File: src/rtl/vga_pkg.sv
// Shared types for the VGA mode sequencer: video mode indices and controller states.
package vga_pkg;

    typedef enum logic [1:0] {
        MODE_640X480  = 2'd0,
        MODE_800X600  = 2'd1,
        MODE_1280X720 = 2'd2
    } mode_t;

    localparam int NUM_MODES_DEFAULT = 3;

    typedef enum logic [2:0] {
        ST_IDLE,
        ST_ARMED,
        ST_RECONF,
        ST_WAIT_LOCK,
        ST_SETTLE,
        ST_UNBLANK,
        ST_FAULT
    } ctrl_state_t;

endpackage

File: src/rtl/cdc_sync_bit.sv
// Two-flop synchronizer for a single asynchronous level, with a selectable reset value.
module cdc_sync_bit #(
    parameter logic RST_VAL = 1'b0
) (
    input  logic clk,
    input  logic rst_n,
    input  logic async_bit,
    output logic sync_bit
);

    logic meta_reg;

    always_ff @(posedge clk or negedge rst_n) begin
        if (!rst_n) begin
            meta_reg <= RST_VAL;
            sync_bit <= RST_VAL;
        end else begin
            meta_reg <= async_bit;
            sync_bit <= meta_reg;
        end
    end

endmodule

File: src/rtl/vga_mode_ctrl.sv
// Runtime VGA mode sequencer: debounces the mode switches, reprograms the pixel PLL on a
// frame boundary while holding the timing generator, and recovers from lock loss/timeouts.
module vga_mode_ctrl
    import vga_pkg::*;
#(
    parameter int NUM_MODES       = NUM_MODES_DEFAULT,
    parameter int DEFAULT_MODE    = 0,
    parameter int DEBOUNCE_CYCLES = 1_000_000,
    parameter int FRAME_TIMEOUT   = 2_500_000,
    parameter int LOCK_TIMEOUT    = 5_000_000,
    parameter int SETTLE_CYCLES   = 1024
) (
    input  logic       SYS_CLK,
    input  logic       RESET_N,
    input  logic [1:0] mode_req_i,
    input  logic       frame_tgl_i,
    input  logic       pll_locked_i,
    input  logic       pll_cfg_done_i,
    output logic       pll_cfg_req_o,
    output logic [1:0] pll_cfg_mode_o,
    output logic       tg_rst_o,
    output logic       tg_blank_o,
    output logic [1:0] active_mode_o,
    output logic       busy_o,
    output logic       err_o
);

    localparam int FL_MAX  = (FRAME_TIMEOUT > LOCK_TIMEOUT) ? FRAME_TIMEOUT : LOCK_TIMEOUT;
    localparam int CNT_MAX = (FL_MAX > SETTLE_CYCLES) ? FL_MAX : SETTLE_CYCLES;
    localparam int CNT_W   = $clog2(CNT_MAX + 1);
    localparam int DEB_W   = $clog2(DEBOUNCE_CYCLES + 1);

    localparam logic [CNT_W-1:0] FRAME_LAST  = CNT_W'(FRAME_TIMEOUT - 1);
    localparam logic [CNT_W-1:0] LOCK_LAST   = CNT_W'(LOCK_TIMEOUT - 1);
    localparam logic [CNT_W-1:0] SETTLE_LAST = CNT_W'(SETTLE_CYCLES - 1);
    localparam logic [CNT_W-1:0] CNT_SAT     = CNT_W'(CNT_MAX);
    localparam logic [DEB_W-1:0] DEB_LAST    = DEB_W'(DEBOUNCE_CYCLES - 1);
    localparam mode_t            DEF_MODE    = mode_t'(2'(DEFAULT_MODE));

    logic             lock_sync;
    logic             frame_sync;
    logic             frame_dly_reg;
    logic             frame_evt_reg;
    logic [1:0]       cand_reg;
    logic [DEB_W-1:0] deb_cnt_reg;
    logic [CNT_W-1:0] cnt_reg;
    ctrl_state_t      state_reg;
    mode_t            target_reg;
    logic             req_valid;

    cdc_sync_bit #(.RST_VAL(1'b0)) u_lock_sync (
        .clk       (SYS_CLK),
        .rst_n     (RESET_N),
        .async_bit (pll_locked_i),
        .sync_bit  (lock_sync)
    );

    cdc_sync_bit #(.RST_VAL(1'b0)) u_frame_sync (
        .clk       (SYS_CLK),
        .rst_n     (RESET_N),
        .async_bit (frame_tgl_i),
        .sync_bit  (frame_sync)
    );

    // Each toggle of the pixel-domain flag becomes a one-cycle registered event.
    always_ff @(posedge SYS_CLK or negedge RESET_N) begin
        if (!RESET_N) begin
            frame_dly_reg <= 1'b0;
            frame_evt_reg <= 1'b0;
        end else begin
            frame_dly_reg <= frame_sync;
            frame_evt_reg <= frame_sync ^ frame_dly_reg;
        end
    end

    always_ff @(posedge SYS_CLK or negedge RESET_N) begin
        if (!RESET_N) begin
            cand_reg    <= 2'(DEFAULT_MODE);
            deb_cnt_reg <= '0;
        end else if (mode_req_i != cand_reg) begin
            cand_reg    <= mode_req_i;
            deb_cnt_reg <= '0;
        end else if (deb_cnt_reg != DEB_LAST) begin
            deb_cnt_reg <= deb_cnt_reg + DEB_W'(1);
        end
    end

    assign req_valid = (deb_cnt_reg == DEB_LAST) && (int'(cand_reg) < NUM_MODES)
                       && (cand_reg != active_mode_o);

    // Every transition clears cnt_reg; outputs are updated alongside the state they belong to.
    always_ff @(posedge SYS_CLK or negedge RESET_N) begin
        if (!RESET_N) begin
            state_reg      <= ST_WAIT_LOCK;
            target_reg     <= DEF_MODE;
            cnt_reg        <= '0;
            active_mode_o  <= DEF_MODE;
            pll_cfg_mode_o <= DEF_MODE;
            pll_cfg_req_o  <= 1'b0;
            tg_rst_o       <= 1'b1;
            tg_blank_o     <= 1'b1;
            busy_o         <= 1'b1;
            err_o          <= 1'b0;
        end else begin
            if (cnt_reg != CNT_SAT) begin
                cnt_reg <= cnt_reg + CNT_W'(1);
            end
            case (state_reg)
                ST_IDLE: begin
                    if (!lock_sync) begin
                        state_reg  <= ST_WAIT_LOCK;
                        cnt_reg    <= '0;
                        target_reg <= mode_t'(active_mode_o);
                        tg_rst_o   <= 1'b1;
                        tg_blank_o <= 1'b1;
                        busy_o     <= 1'b1;
                    end else if (req_valid) begin
                        state_reg  <= ST_ARMED;
                        cnt_reg    <= '0;
                        target_reg <= mode_t'(cand_reg);
                        tg_blank_o <= 1'b1;
                        busy_o     <= 1'b1;
                    end
                end
                ST_ARMED: begin
                    if (frame_evt_reg || cnt_reg == FRAME_LAST) begin
                        state_reg      <= ST_RECONF;
                        cnt_reg        <= '0;
                        pll_cfg_req_o  <= 1'b1;
                        pll_cfg_mode_o <= target_reg;
                        tg_rst_o       <= 1'b1;
                    end
                end
                ST_RECONF: begin
                    if (pll_cfg_done_i) begin
                        state_reg     <= ST_WAIT_LOCK;
                        cnt_reg       <= '0;
                        pll_cfg_req_o <= 1'b0;
                        active_mode_o <= target_reg;
                    end
                end
                ST_WAIT_LOCK: begin
                    if (lock_sync) begin
                        state_reg <= ST_SETTLE;
                        cnt_reg   <= '0;
                    end else if (cnt_reg == LOCK_LAST) begin
                        err_o   <= 1'b1;
                        cnt_reg <= '0;
                        if (target_reg != DEF_MODE) begin
                            state_reg      <= ST_RECONF;
                            target_reg     <= DEF_MODE;
                            pll_cfg_req_o  <= 1'b1;
                            pll_cfg_mode_o <= DEF_MODE;
                        end else begin
                            state_reg <= ST_FAULT;
                        end
                    end
                end
                ST_SETTLE: begin
                    if (!lock_sync) begin
                        state_reg <= ST_WAIT_LOCK;
                        cnt_reg   <= '0;
                    end else if (cnt_reg == SETTLE_LAST) begin
                        state_reg <= ST_UNBLANK;
                        cnt_reg   <= '0;
                        tg_rst_o  <= 1'b0;
                    end
                end
                ST_UNBLANK: begin
                    if (frame_evt_reg) begin
                        state_reg  <= ST_IDLE;
                        cnt_reg    <= '0;
                        tg_blank_o <= 1'b0;
                        busy_o     <= 1'b0;
                    end else if (cnt_reg == FRAME_LAST) begin
                        state_reg <= ST_FAULT;
                        cnt_reg   <= '0;
                        tg_rst_o  <= 1'b1;
                    end
                end
                ST_FAULT: begin
                    pll_cfg_req_o <= 1'b0;
                    tg_rst_o      <= 1'b1;
                    tg_blank_o    <= 1'b1;
                    busy_o        <= 1'b1;
                end
                default: begin
                    state_reg     <= ST_FAULT;
                    cnt_reg       <= '0;
                    pll_cfg_req_o <= 1'b0;
                    tg_rst_o      <= 1'b1;
                    tg_blank_o    <= 1'b1;
                    busy_o        <= 1'b1;
                end
            endcase
        end
    end

endmodule
File: config.mk
export PLATFORM = sky130hd
export DESIGN_NAME = vga_mode_ctrl
export DESIGN_NICKNAME = d
export VERILOG_FILES = /design/src/rtl/vga_pkg.sv /design/src/rtl/cdc_sync_bit.sv /design/src/rtl/vga_mode_ctrl.sv
export SDC_FILE = /design/constraint.sdc
export NUM_CORES = 1
export LEC_CHECK = 0
export ABC_AREA = 1
export CORE_MARGIN = 2
export CORE_UTILIZATION = 35
export DETAILED_ROUTE_END_ITERATION = 10
export PLACE_DENSITY = 0.54
export SYNTH_ARGS = -nofsm -noshare
export SYNTH_HDL_FRONTEND = slang
export SYNTH_SLANG_ARGS = --single-unit
File: constraint.sdc
create_clock -name SYS_CLK -period 2.3 [get_ports SYS_CLK]
set_input_delay 0.23 -clock SYS_CLK [delete_from_list [all_inputs] [get_ports SYS_CLK]]
set_output_delay 0.23 -clock SYS_CLK [all_outputs]
set_load 0.02 [all_outputs]
==> results.cfg <==
[global_routing]
first_pass_grt_wire_length_mm = 14.0
globalRoute.totalOverflow = 0
vias_in_the_first_global_route = 3003
antenna_found_initial = 0
grt_max_degree = 26
grt_use_total_pct = 15.5

[timing]
timing_worst_slew_pin_value_ps = 472
fin_crit_ps = 1910
rsz0062_at_grt = false
slew_headroom_pct = 68.3
finalHoldViolCount = 0
finClkSkew_ps = 13.2
timing.final.max_slew_violations = 0
max_freq_ghz = 0.524
final_min_period_over_clock_period_pct = 82.9
timing.final.setup_violations = 0
totalNegativeSetupSlack_ps = 0

[placed_design]
io_buf_count = 15
place_inst = 621
place.gp.congestion = 0.851
dp_hpwl_mm = 5.87

[clock_tree]
clock_sinks = 64
post_cts_setup_driven_buffer_insertion_count = 0
post_cts.resized_instances = 0
clk_pin_slew_worst_paths_ps = 80
cts_tree = yes
cts.path.max_buffers = 2
cts_root_buf = sky130_fd_sc_hd__clkbuf_8
cts-buffers-inserted = 9
ctsHtreeMaxLevel = 3
insertion_delay_ps = 350

[floorplan]
die_width_um = 105
initial_core_utilization_pct = 35.5
floorplan.io_pins = 16
placement_rows = 37
fp.coreArea_sq_um = 10100
floorplan.die_area_sq_um = 11100
die_h_um = 105

[detailed_routing]
drt_iter0_drc = 173
detail_routed_via_count_per_cell = 4.70
wl_per_cell_um = 12.1
detail_route.wirelength_mm = 7.71
dr_total_vias = 3001
drtPass1Iterations = 5
drt_drc_violations_left = 0
ant_nets = 0

[worst_setup_path]
critPathRequiredTime_ps = 2520
cp-end-kind = flop
crit_slowest_cell = sky130_fd_sc_hd__dfstp_2
worst_path_largest_cell_delay_ps = 540
reg2reg_from = state_reg[0]
path_common_cell = sky130_fd_sc_hd__nor2_1
crit_fanout = 23
timing_worst_setup_path_type = flop to flop
r2r_cells = 8
startpoint_kind_of_the_worst_setup_timing_path = flop
crit_path_cell_trace = clkinv_1 -> nand2_1 -> nor2_1 -> a21oi_1 -> nand3_2 -> nor2_4 -> buf_4 -> nor2_1
worstPathArrival_ps = 2130
worst-r2r-setup-slack_ps = 390
r2r_end = cnt_reg[18]

[synth]
postSynth.asyncResetShare_pct = 100
syn_nets = 483
avgSynthCellArea_sq_um = 7.62
synth.yosys.seq_area_share_pct = 44.6
ys_seq_elements = 64
ys.flop_type = sky130_fd_sc_hd__dfrtp_1
post_synth_inst_count = 473
post_synth_instance_area_sq_um = 3600
count_of_flip_flops_with_a_built_in_enable_after_synthesis = 0
synthDistinctLibCells = 35
synth-warning-count = 0

[worst_hold_path]
timing.hold.worst.start = pll_locked_i
hold-path-cell-count = 1
timing.hold.worst.class = input port to flop
min_to = u_lock_sync.meta_reg

[pwr]
p_seq_share_pct = 38.3
total_leakage_power_nw = 1.85
internal_power_w = 0.00235
vdd.ir_drop.worst_mv = 0.429
p_sw_share_pct = 36.1
power.share.clock_pct = 29.2
p_comb_share_pct = 32.5
pwr_density_cell_nw_per_um2 = 891
net-switching-power_w = 0.00133

[finish]
finalNonFillerCells = 638
drive_above_1_share_pct = 9.16
nNetsFinal = 507
largest_register_ffs = 23
num_antenna_cells = 0
synthToLayoutAreaGrowth_pct = 14.7
utilization_pct = 40.8

[flow_run]
maxCapViolations = 0

[status]
run_status = finished, final reports clean
cells in the mapped netlist, types with 3 or more instances:
master / instances / area share (%)
sky130_fd_sc_hd__xnor2_1: 5 / 1.2
sky130_fd_sc_hd__inv_1: 56 / 5.8
sky130_fd_sc_hd__nor2_1: 79 / 8.2
sky130_fd_sc_hd__nand3_1: 36 / 5.0
sky130_fd_sc_hd__buf_2: 3 / 0.42
sky130_fd_sc_hd__nor2_2: 8 / 1.4
sky130_fd_sc_hd__dfrtp_1: 60 / 42
sky130_fd_sc_hd__nor2_4: 4 / 1.3
sky130_fd_sc_hd__o21ai_1: 4 / 0.56
sky130_fd_sc_hd__nor3_1: 16 / 2.2
sky130_fd_sc_hd__o21ai_0: 15 / 2.1
sky130_fd_sc_hd__ha_1: 3 / 1.0
sky130_fd_sc_hd__nand2_1: 102 / 11
sky130_fd_sc_hd__dfstp_2: 4 / 2.9
sky130_fd_sc_hd__nand3_2: 3 / 0.83
sky130_fd_sc_hd__nand4_1: 11 / 1.9
sky130_fd_sc_hd__a21oi_1: 14 / 1.9
sky130_fd_sc_hd__xor2_1: 23 / 5.6
layout make-up:
type,instances,area [sq um]
Fill cell,1004,6010
Multi-Input combinational cell,342,1720
Sequential cell,64,1610
Inverter,59,221
Timing Repair Buffer,21,193
Tap cell,136,170
Clock buffer,10,138
Clock inverter,6,82.6
timing repair:
| action | CTS | global route |
|---|---|---|
| setup endpoints to repair | 0 | 0 |
| hold buffers | 1 | 0 |
| endpoints found under the hold margin | 14 | 0 |
worst max path at each step:
stage | from | endpoint | cells after the start
after detailed placement | deb_cnt_reg[0] | cnt_reg[18] | 11
after global routing | deb_cnt_reg[0] | cnt_reg[15] | 11
after CTS | deb_cnt_reg[0] | cnt_reg[18] | 11
final | state_reg[0] | cnt_reg[18] | 8
after floorplan | deb_cnt_reg[0] | cnt_reg[9] | 11
after global placement | deb_cnt_reg[0] | cnt_reg[1] | 11
critical path: cells and delay by family (launching register included):
family / cells / cell delay [ps]
DFF: 1 / 540
buffers and inverters: 2 / 500
AOI/OAI and AO/OA: 1 / 210
and+or+nand+nor: 5 / 510
power by group through the flow:
stage               sequential (W)  combinational [W]  clock [W]
finish                     0.00141            0.00120    0.00108
global route               0.00143            0.00137    0.00116
CTS                        0.00141            0.00121    0.00112
detailed placement         0.00142            0.00120          0
global placement           0.00142            0.00120          0
floorplan                  0.00147           0.000845          0
placed cells by master, fill, tap and decap left out, drive strengths merged:
cell / count
a211oi: 2
a21oi: 14
a31oi: 2
buf: 6
bufinv: 2
clkbuf: 10
clkdlybuf4s50: 14
clkinv: 4
clkinvlp: 1
dfrtp: 60
dfstp: 4
dlygate4sd3: 1
ha: 3
inv: 58
mux2i: 1
nand2: 103
nand3: 39
nand3b: 2
nand4: 11
nor2: 91
nor3: 16
nor4: 1
o2111ai: 2
o211ai: 2
o21ai: 20
o21bai: 2
or2: 3
xnor2: 5
xor2: 23
kinds of logic after synthesis:
| logic type | synth area share, % |
|---|---|
| simple gates | 32.8 |
| buf+inv | 7.61 |
| flops | 44.6 |
| compound gates | 6.91 |
| xor+xnor | 6.81 |
| fa+ha+maj | 1.04 |
| mux | 0.278 |
per-layer routing:
layer / part of all wire (%) / up-vias / GRT usage (%)
li1: - / 1556 / -
met1: 49 / 1392 / 21.1
met2: 46 / 40 / 24.4
met3: 2.9 / 13 / 3.90
met4: 1.4 / 0 / 4.76
met5: 0 / - / 0
per-stage QoR:
step | setup slack, ps | hold WS [ps] | total power, W | cell area, sq um
2_1_floorplan | 682 | -65.6 | 0.00231 | 3600
4_1_cts | 374 | 320 | 0.00373 | 4130
5_1_grt | 139 | 322 | 0.00396 | 4130
3_3_place_gp | 430 | 184 | 0.00263 | 3900
3_5_place_dp | 387 | 198 | 0.00263 | 3900
6_report | 393 | 334 | 0.00368 | 4130
No activity file was read; power rests on OpenSTA's default activity.
